## src/rtl/imem_byte_writer.sv

```systemverilog
// Run-time program loader: accepts 32-bit words over valid/ready and writes them
// MSB first as four byte writes into the byte-addressed, big-endian instruction memory.
//
// state  | meaning
// IDLE   | waiting for start; start with a misaligned base goes straight to ERROR
// ACCEPT | word_ready high, waiting for a word handshake
// WRITE  | one byte write per cycle, byte_idx 0..3, MSB to the lowest address
// DONE   | one-cycle done pulse after the word flagged last
// ERROR  | misaligned base or word past the end of memory; err stays set
module imem_byte_writer #(
    parameter int MEM_BYTES = 73,
    parameter int ADDR_W    = 32
) (
    input  logic              clk,
    input  logic              reset,
    input  logic              start,
    input  logic [ADDR_W-1:0] base_addr,
    input  logic              word_valid,
    input  logic [31:0]       word_data,
    input  logic              word_last,
    output logic              word_ready,
    output logic              mem_we,
    output logic [ADDR_W-1:0] mem_addr,
    output logic [7:0]        mem_wdata,
    output logic              busy,
    output logic              done,
    output logic              err
);

    typedef enum logic [2:0] {
        IDLE,
        ACCEPT,
        WRITE,
        DONE,
        ERROR
    } state_t;

    localparam logic [ADDR_W:0] LAST_BYTE = (ADDR_W+1)'(MEM_BYTES - 1);

    state_t            state;
    logic [ADDR_W-1:0] cur_addr;
    logic [1:0]        byte_idx;
    logic [23:0]       word_rest;
    logic              last_q;
    logic [ADDR_W:0]   word_end;
    logic              word_oob;

    // One extra bit so a base near the top of the address space cannot wrap past the check.
    assign word_end = {1'b0, cur_addr} + (ADDR_W+1)'(3);
    assign word_oob = (word_end > LAST_BYTE);

    always_ff @(posedge clk or posedge reset) begin
        if (reset) begin
            state      <= IDLE;
            cur_addr   <= '0;
            byte_idx   <= '0;
            word_rest  <= '0;
            last_q     <= 1'b0;
            word_ready <= 1'b0;
            mem_we     <= 1'b0;
            mem_addr   <= '0;
            mem_wdata  <= '0;
            busy       <= 1'b0;
            done       <= 1'b0;
            err        <= 1'b0;
        end else begin
            done <= 1'b0;
            case (state)
                IDLE: begin
                    if (start) begin
                        busy <= 1'b1;
                        if (base_addr[1:0] != 2'b00) begin
                            err   <= 1'b1;
                            state <= ERROR;
                        end else begin
                            cur_addr   <= base_addr;
                            err        <= 1'b0;
                            word_ready <= 1'b1;
                            state      <= ACCEPT;
                        end
                    end
                end
                ACCEPT: begin
                    if (word_valid && word_ready) begin
                        word_ready <= 1'b0;
                        if (word_oob) begin
                            err   <= 1'b1;
                            state <= ERROR;
                        end else begin
                            // First byte goes out the cycle after the handshake.
                            byte_idx  <= 2'd0;
                            mem_we    <= 1'b1;
                            mem_addr  <= cur_addr;
                            mem_wdata <= word_data[31:24];
                            word_rest <= word_data[23:0];
                            last_q    <= word_last;
                            state     <= WRITE;
                        end
                    end
                end
                WRITE: begin
                    if (byte_idx == 2'd3) begin
                        mem_we   <= 1'b0;
                        byte_idx <= 2'd0;
                        cur_addr <= cur_addr + ADDR_W'(4);
                        if (last_q) begin
                            done  <= 1'b1;
                            state <= DONE;
                        end else begin
                            word_ready <= 1'b1;
                            state      <= ACCEPT;
                        end
                    end else begin
                        byte_idx  <= byte_idx + 2'd1;
                        mem_addr  <= mem_addr + ADDR_W'(1);
                        mem_wdata <= word_rest[23:16];
                        word_rest <= {word_rest[15:0], 8'h00};
                    end
                end
                DONE: begin
                    busy  <= 1'b0;
                    state <= IDLE;
                end
                ERROR: begin
                    busy  <= 1'b0;
                    state <= IDLE;
                end
                default: begin
                    word_ready <= 1'b0;
                    mem_we     <= 1'b0;
                    busy       <= 1'b0;
                    state      <= IDLE;
                end
            endcase
        end
    end

endmodule

```

## config.mk

```make
export PLATFORM = sky130hd
export DESIGN_NAME = imem_byte_writer
export DESIGN_NICKNAME = d
export VERILOG_FILES = /design/src/rtl/imem_byte_writer.sv
export SDC_FILE = /design/constraint.sdc
export NUM_CORES = 1
export LEC_CHECK = 0
export ABC_AREA = 1
export CORE_UTILIZATION = 50
export CTS_BUF_LIST = sky130_fd_sc_hd__clkbuf_16
export DETAILED_ROUTE_END_ITERATION = 12
export PLACE_DENSITY = 0.78
export SLEW_MARGIN = 20
export SYNTH_ARGS = -nofsm -noshare
export SYNTH_HDL_FRONTEND = slang
export SYNTH_SLANG_ARGS = --single-unit
```

## constraint.sdc

```tcl
create_clock -name clk -period 3.3 [get_ports clk]
set_input_delay 0.495 -clock clk [delete_from_list [all_inputs] [get_ports clk]]
set_output_delay 0.495 -clock clk [all_outputs]
set_load 0.03 [all_outputs]
```

==> results of run 1 <==
[cells in the mapped netlist, drive strengths merged, types with 16 or more instances]
cell type	n
a21oi	17
buf	20
clkbuf	33
dfrtp	107
inv	93
nand2	425
nand3	46
nand4	80
nor2	133
nor3	16
o21ai	70
o22ai	18
xor2	32
[power breakdown]
| part | internal (mW) | leakage (nW) | switching (mW) |
|---|---|---|---|
| Combinational | 1.28 | 2.73 | 2.22 |
| Clock | 0.519 | 0.131 | 0.545 |
| Sequential | 1.89 | 1.33 | 0.783 |
[cells in the final DEF, fill, tap and decap left out, types with 9 or more instances in the layout]
cell and instances:
a21oi_1 17, a31oi_1 9, buf_4 12, clkbuf_16 9
clkdlybuf4s50_1 113, dfrtp_1 107, inv_1 89, nand2_1 423
nand3_1 44, nand4_1 80, nor2_1 124, nor3_1 16
nor4_1 10, o21ai_0 69, o22ai_1 18, xor2_1 32
[path summary, 6_finish.rpt]
check / start / to / slack [ps]
setup / recovery: cur_addr[2]$_DFFE_PP0P_ / err$_DFFE_PP0P_ / 290
hold / removal: mem_wdata[5]$_DFFE_PP0P_ / mem_wdata[5]$_DFFE_PP0P_ / 470
setup reg to reg: cur_addr[2]$_DFFE_PP0P_ / err$_DFFE_PP0P_ / 290
hold reg to reg: mem_wdata[5]$_DFFE_PP0P_ / mem_wdata[5]$_DFFE_PP0P_ / 470
max in group asynchronous: reset / cur_addr[0]$_DFFE_PP0P_ / 2040
min in group asynchronous: reset / mem_wdata[7]$_DFFE_PP0P_ / 610
[cell type report]
| cell class | count | share of cell area, % |
|---|---|---|
| multi-input cells | 885 | 46.3 |
| flip-flops and latches | 107 | 29.7 |
| repair buffers | 129 | 14.3 |
| inverters | 95 | 4.00 |
| well taps | 184 | 2.55 |
| clock buffers | 9 | 2.50 |
| clock inverters | 7 | 0.583 |
[worst register-to-register path, cell delays in order (launching register included)]
cell      delay (ps)
dfrtp_1          490
ha_1             300
nand3_2          190
nor2_2           220
nand2_1          160
nor2_4           190
nand2_1           70
nand2_1           60
nand3_1           70
nor2_1           130
nand3_1          180
o21bai_4         220
buf_12           300
nand2_1          150
nand3_1          120
nand2_1           70
[sequential cells by signal, summed over array words and instances (netlist names)]
| signal | cells |
|---|---|
| mem_wdata | 8 |
| state | 3 |
| busy | 1 |
| byte_idx | 2 |
| mem_we | 1 |
| last_q | 1 |
| cur_addr | 32 |
| word_rest | 24 |
| mem_addr | 32 |
| word_ready | 1 |
| err | 1 |
| done | 1 |
[kinds of logic (layout without fill, tap and decap cells)]
group / count (synthesis) / in the layout
AO/OA/AOI/OAI: 129 / 129
adder cells (fa/ha/maj): 3 / 3
flip-flops: 107 / 107
AND/OR/NAND/NOR: 713 / 713
XOR/XNOR: 40 / 40
buffers and inverters: 148 / 240
[metrics by stage]
| stage | utilization, % | hold slack [ps] | area [µm²] | worst slack, ps |
|---|---|---|---|---|
| 6_report | 62.0 | 471 | 9010 | 290 |
| 5_1_grt | 62.0 | 494 | 9010 | 17.1 |
| 4_1_cts | 62.0 | 476 | 9010 | 290 |
| 2_1_floorplan | - | 442 | 7480 | 976 |
| 3_3_place_gp | 60.1 | 455 | 8730 | 392 |
| 3_5_place_dp | 60.1 | 459 | 8730 | 314 |
[metal layers]
| metal | GRT usage [%] | up-vias |
|---|---|---|
| li1 | - | 3907 |
| met1 | 44.7 | 3747 |
| met2 | 45.2 | 370 |
| met3 | 5.04 | 45 |
| met4 | 11.3 | 0 |
| met5 | 0 | - |
[timing repair]
item	4_1_cts	5_1_grt
endpoints found under the setup margin	0	32
resized for setup	0	2
endpoints found under the hold margin	0	0
==> out/results.tsv, run 1 <==
metric	value	unit
finalWirelength	22.8	mm
cts-root-buf	clkbuf_16	
final_nets	1299	
ir_drop	0.401	mV
core_area	14500	µm²
rows	44	
ys.flop_type	dfrtp_1	
synth_xor_area_share	4.69	%
cts_buffer_depth	2	
syn_to_final_growth	20.6	%
critPathLaunchType	flip-flop	
synthTopCellsByArea	dfrtp_1 (36%), nand2_1 (21%), nand4_1 (6.7%)	
yosysSeqAreaShare	35.8	%
crit_chain	ha_1 > nand3_2 > nor2_2 > nand2_1 > nor2_4 > nand2_1 > nand2_1 > nand3_1 > nor2_1 > nand3_1 > o21bai_4 > buf_12 > nand2_1 > nand3_1 > nand2_1	
max_cap_viol_count	0	
grt_pass1_wl	38.2	mm
synth_fa_ha_area_share	0.502	%
gp_congestion	1.02	
finalPower	7.23	mW
synthMuxAreaShare	0	%
route.met3.wl	1.84	mm
drt-initial-drc-count	924	
top_layer	met4	
port_buffers	113	
drt-pass1-iter-count	5	
cp_data_arrival_time	3270	ps
ant_nets	0	
yosysWarnings	0	
critical_path_class	reg -> reg	
netlist_area	7470	µm²
worstSetupEndpointType	flip-flop	
die_area	15400	µm²
initial_core_util	51.4	%
synth_seq_cells	107	
io_pins	114	
rsz0062_at_grt	false	
grt.total_usage	30.6	%
via_per_inst	5.70	
grt_overflow	0	
dieWidth	124	µm
path_buf_inv	1	
hold_viol	0	
ff2ff_path_depth	15	
fin_cells	1416	
synth-compound-area-share	9.88	%
clock_latency	370	ps
met1_length	10.2	mm
regArea	2680	µm²
syn_area_per_cell	6.55	µm²
crit_fanout	67	
cp.required	3560	ps
final.min_clock_period	3010	ps
async_flop_share	100	%
drc_errors	0	
finalCritPeriodShare	91.2	%
crit_path_top_delay_cell	dfrtp_1	
synth-edff-count	0	
ys_types	38	
setup_viol_count_final	0	
hold_buffers	0	
synth_area_leader_cell	dfrtp_1	
outcome	completed	
layout-drive-gt1-share	4.22	%
cts_tree	yes	
multi_input_comb_area	4170	µm²
num_vias	8069	
syn_inst	1140	
cp_top_family	simple AND/OR/NAND/NOR gates	
finalClockSkew	10.3	ps
p_leak	4.19	nW
dr_wl_met2	10.1	mm
crit_top_cell	nand2_1	
nFillCells	1377	
cts_setup_buffers	0	
drv_slew	0	
dp_cells	1400	
dp_hpwl	16.6	mm
syn-num-nets	1212	
antenna_found_initial	0	
htree_levels	3	
worst_pin_slew	822	ps
synth_top_family_by_area	simple AND/OR/NAND/NOR gates	
post_drt_wl_per_cell	16.1	µm
relSlewSlack	45.2	%
grt_pass1_vias	7363	
synth_top_area_share	35.8	%
hp-class	reg -> reg	
yosys.area_share.simple	40.6	%
cp.depth	15	
grt_max_degree	91	
worstHoldPathCells	2	
setup-tns-final	0	ps
clock_sinks	107	
p_per_area	803	nW/µm²
numCtsBuffers	9	
path_clk_slew	70	ps
fp.dieH	124	µm
slowest_delay	490	ps
clock.fmax	332	MHz
diodes	0	
Note: power is estimated with default switching activity, not from simulation.
==> inputs of run 2 (changes only) <==
Clock period 3.3 ns to 2.5 ns, I/O delays scaled along.
==> run 2 against run 1 <==
  * The flow now finishes with violations (setup timing)
  * Non-clock buffer count grew 65
  * Routed wire length grew 8.1%
  * Register-to-register slack lost 320 ps
  * Sequential share of layout area shrank 2.6 points
  * Combinational power grew 62%
  * Sequential cell count is the same
  * Highest routed layer unchanged
  * Die area is the same
==> out/results.tsv, run 2 (synthesis results as in run 1) <==
metric	value	unit
outcome	complete, but fails checks	
violations	setup timing	
grt_pass1_wl	38.2	mm
ir_drop	0.560	mV
finalClockSkew	10.7	ps
layout_commonest_cell	nand2_1	
layout_setup_ws	-30.9	ps
port_buffers	113	
max_cap_viol_count	0	
numCtsBuffers	9	
p_per_area	1070	nW/µm²
cp_top_family	simple AND/OR/NAND/NOR gates	
dieWidth	124	µm
fp.dieH	124	µm
hp-class	in -> async	
crit_top_cell	nor2_4	
rsz0062_at_grt	true	
intPower	5.50	mW
clock.fmax	395	MHz
swShare	48.0	%
finalCritPeriodShare	101	%
critical_path_class	reg -> reg	
p_sw	5.08	mW
drv_slew	0	
num_vias	8533	
grt_overflow	0	
ant_nets	0	
p_leak	4.62	nW
clock_latency	370	ps
final_nets	1364	
cts_buffer_depth	2	
layout-drive-gt1-share	12.7	%
crit_path_top_delay_cell	dfrtp_1	
worst_pin_slew	846	ps
io_pins	114	
cp.required	2800	ps
top_usage_layer	met2	
via_per_inst	5.76	
slowest_delay	390	ps
grt_pass1_vias	7612	
finalPower	10.6	mW
fin_area	9900	µm²
grt.met2_usage	48.3	%
hold_buffers	0	
path_buf_inv	3	
power.share.sequential	32.5	%
grt_max_degree	89	
use_met1	42.5	%
clock_sinks	107	
initial_core_util	51.4	%
path_clk_slew	90	ps
gp_congestion	1.04	
worstSetupEndpointType	flip-flop	
hold_viol	0	
grt.total_usage	30.6	%
met3_usage	5.04	%
die_area	15400	µm²
pwr-share-comb	53.7	%
diodes	0	
drc_errors	0	
finalWirelength	24.7	mm
mostFrequentLayoutCells	nand2_1 (408), clkdlybuf4s50_1 (113), nor2_1 (108), dfrtp_1 (100), inv_1 (89)	
top_regs	cur_addr x32, mem_addr x32, word_rest x24	
dp_hpwl	17.0	mm
htree_levels	3	
syn_to_final_growth	32.4	%
cp_data_arrival_time	2840	ps
drt-pass1-iter-count	5	
core_area	14500	µm²
pwr-share-clk	13.8	%
dpl-instance-area	9160	µm²
setup_viol_count_final	16	
crit_fanout	21	
antenna_found_initial	0	
critPathLaunchType	flip-flop	
relSlewSlack	43.6	%
drt-initial-drc-count	1015	
crit_chain	nor2_4 > buf_4 > nor2_4 > nand2_2 > nor2_4 > nor2_2 > nor2_1 > nand3_1 > nor2_1 > nand3_2 > o21bai_4 > buf_4 > clkbuf_16 > nand4_1 > nand2_1	
cts-root-buf	clkbuf_16	
cts_tree	yes	
final.min_clock_period	2530	ps
rows	44	
post_drt_wl_per_cell	16.7	µm
## run 2: cell types whose count changed in the layout (fill, tap and decap cells not counted), moves of 5 or more
cell       change
buf_12         +7
buf_4         +50
clkbuf_16      +5
dfrtp_1        -7
dfrtp_2        +7
nand2_1       -15
nand2_2       +14
nand3_1        -5
nor2_1        -16
nor2_2         +8
nor2_4         +8
## run 2: final cells by class
type / instances / area (µm²)
inverter: 95 / 369
sequential: 107 / 2690
timing repair buffer: 194 / 1970
multi-input combinational: 885 / 4360
clock buffer: 9 / 225
clock inverter: 7 / 60.1
tap: 184 / 230
fill: 1279 / 4640
## run 2: final timing paths
kind | start | endpoint | slack, ps | cells past startpoint
min reg2reg | word_rest[21]$_DFFE_PP0P_ | word_rest[21]$_DFFE_PP0P_ | 480 | 2
min | reset | mem_wdata[5]$_DFFE_PP0P_ | 270 | 2
max | cur_addr[1]$_DFFE_PP0P_ | mem_addr[22]$_DFFE_PP0P_ | -30 | 15
min in group clk | word_rest[21]$_DFFE_PP0P_ | word_rest[21]$_DFFE_PP0P_ | 480 | 2
max reg2reg | cur_addr[1]$_DFFE_PP0P_ | mem_addr[22]$_DFFE_PP0P_ | -30 | 15
max in group asynchronous | reset | cur_addr[8]$_DFFE_PP0P_ | 1540 | 3
## run 2: layer usage
metal | routed length [µm] | vias to the layer above
li1 | - | 4038
met1 | 10500 | 4039
met2 | 11500 | 404
met3 | 2010 | 52
met4 | 621 | 0
met5 | 0 | -
## run 2: power by group through the flow
| stage | Combinational [mW] | Clock [mW] | Sequential, mW |
|---|---|---|---|
| 6_report | 5.68 | 1.46 | 3.44 |
| 5_1_grt | 6.16 | 1.51 | 3.53 |
| 4_1_cts | 5.15 | 1.45 | 3.39 |
| 3_5_place_dp | 5.09 | 0 | 3.39 |
| 3_3_place_gp | 5.01 | 0 | 3.37 |
| 2_1_floorplan | 2.53 | 0 | 3.82 |
## run 2: repair_timing
action	in CTS	in global routing
cloned	0	5
endpoints found under the setup margin	69	90
setup buffers	0	13
pin swaps	1	22
resized for setup	17	54
## run 2: stage by stage
step                      setup slack (ps)  utilization [%]  hold slack [ps]  TNS, ps  instances
final                                -30.9             68.1              270     -138       1481
after global routing                  -138             68.1              300    -6700       1481
after CTS                             7.07             65.3              279        0       1463
after detailed placement              -115             63.0              459    -5990       1447
after global placement                -136             63.0              453    -8510       1447
after floorplan                        176                -              442        0       1140
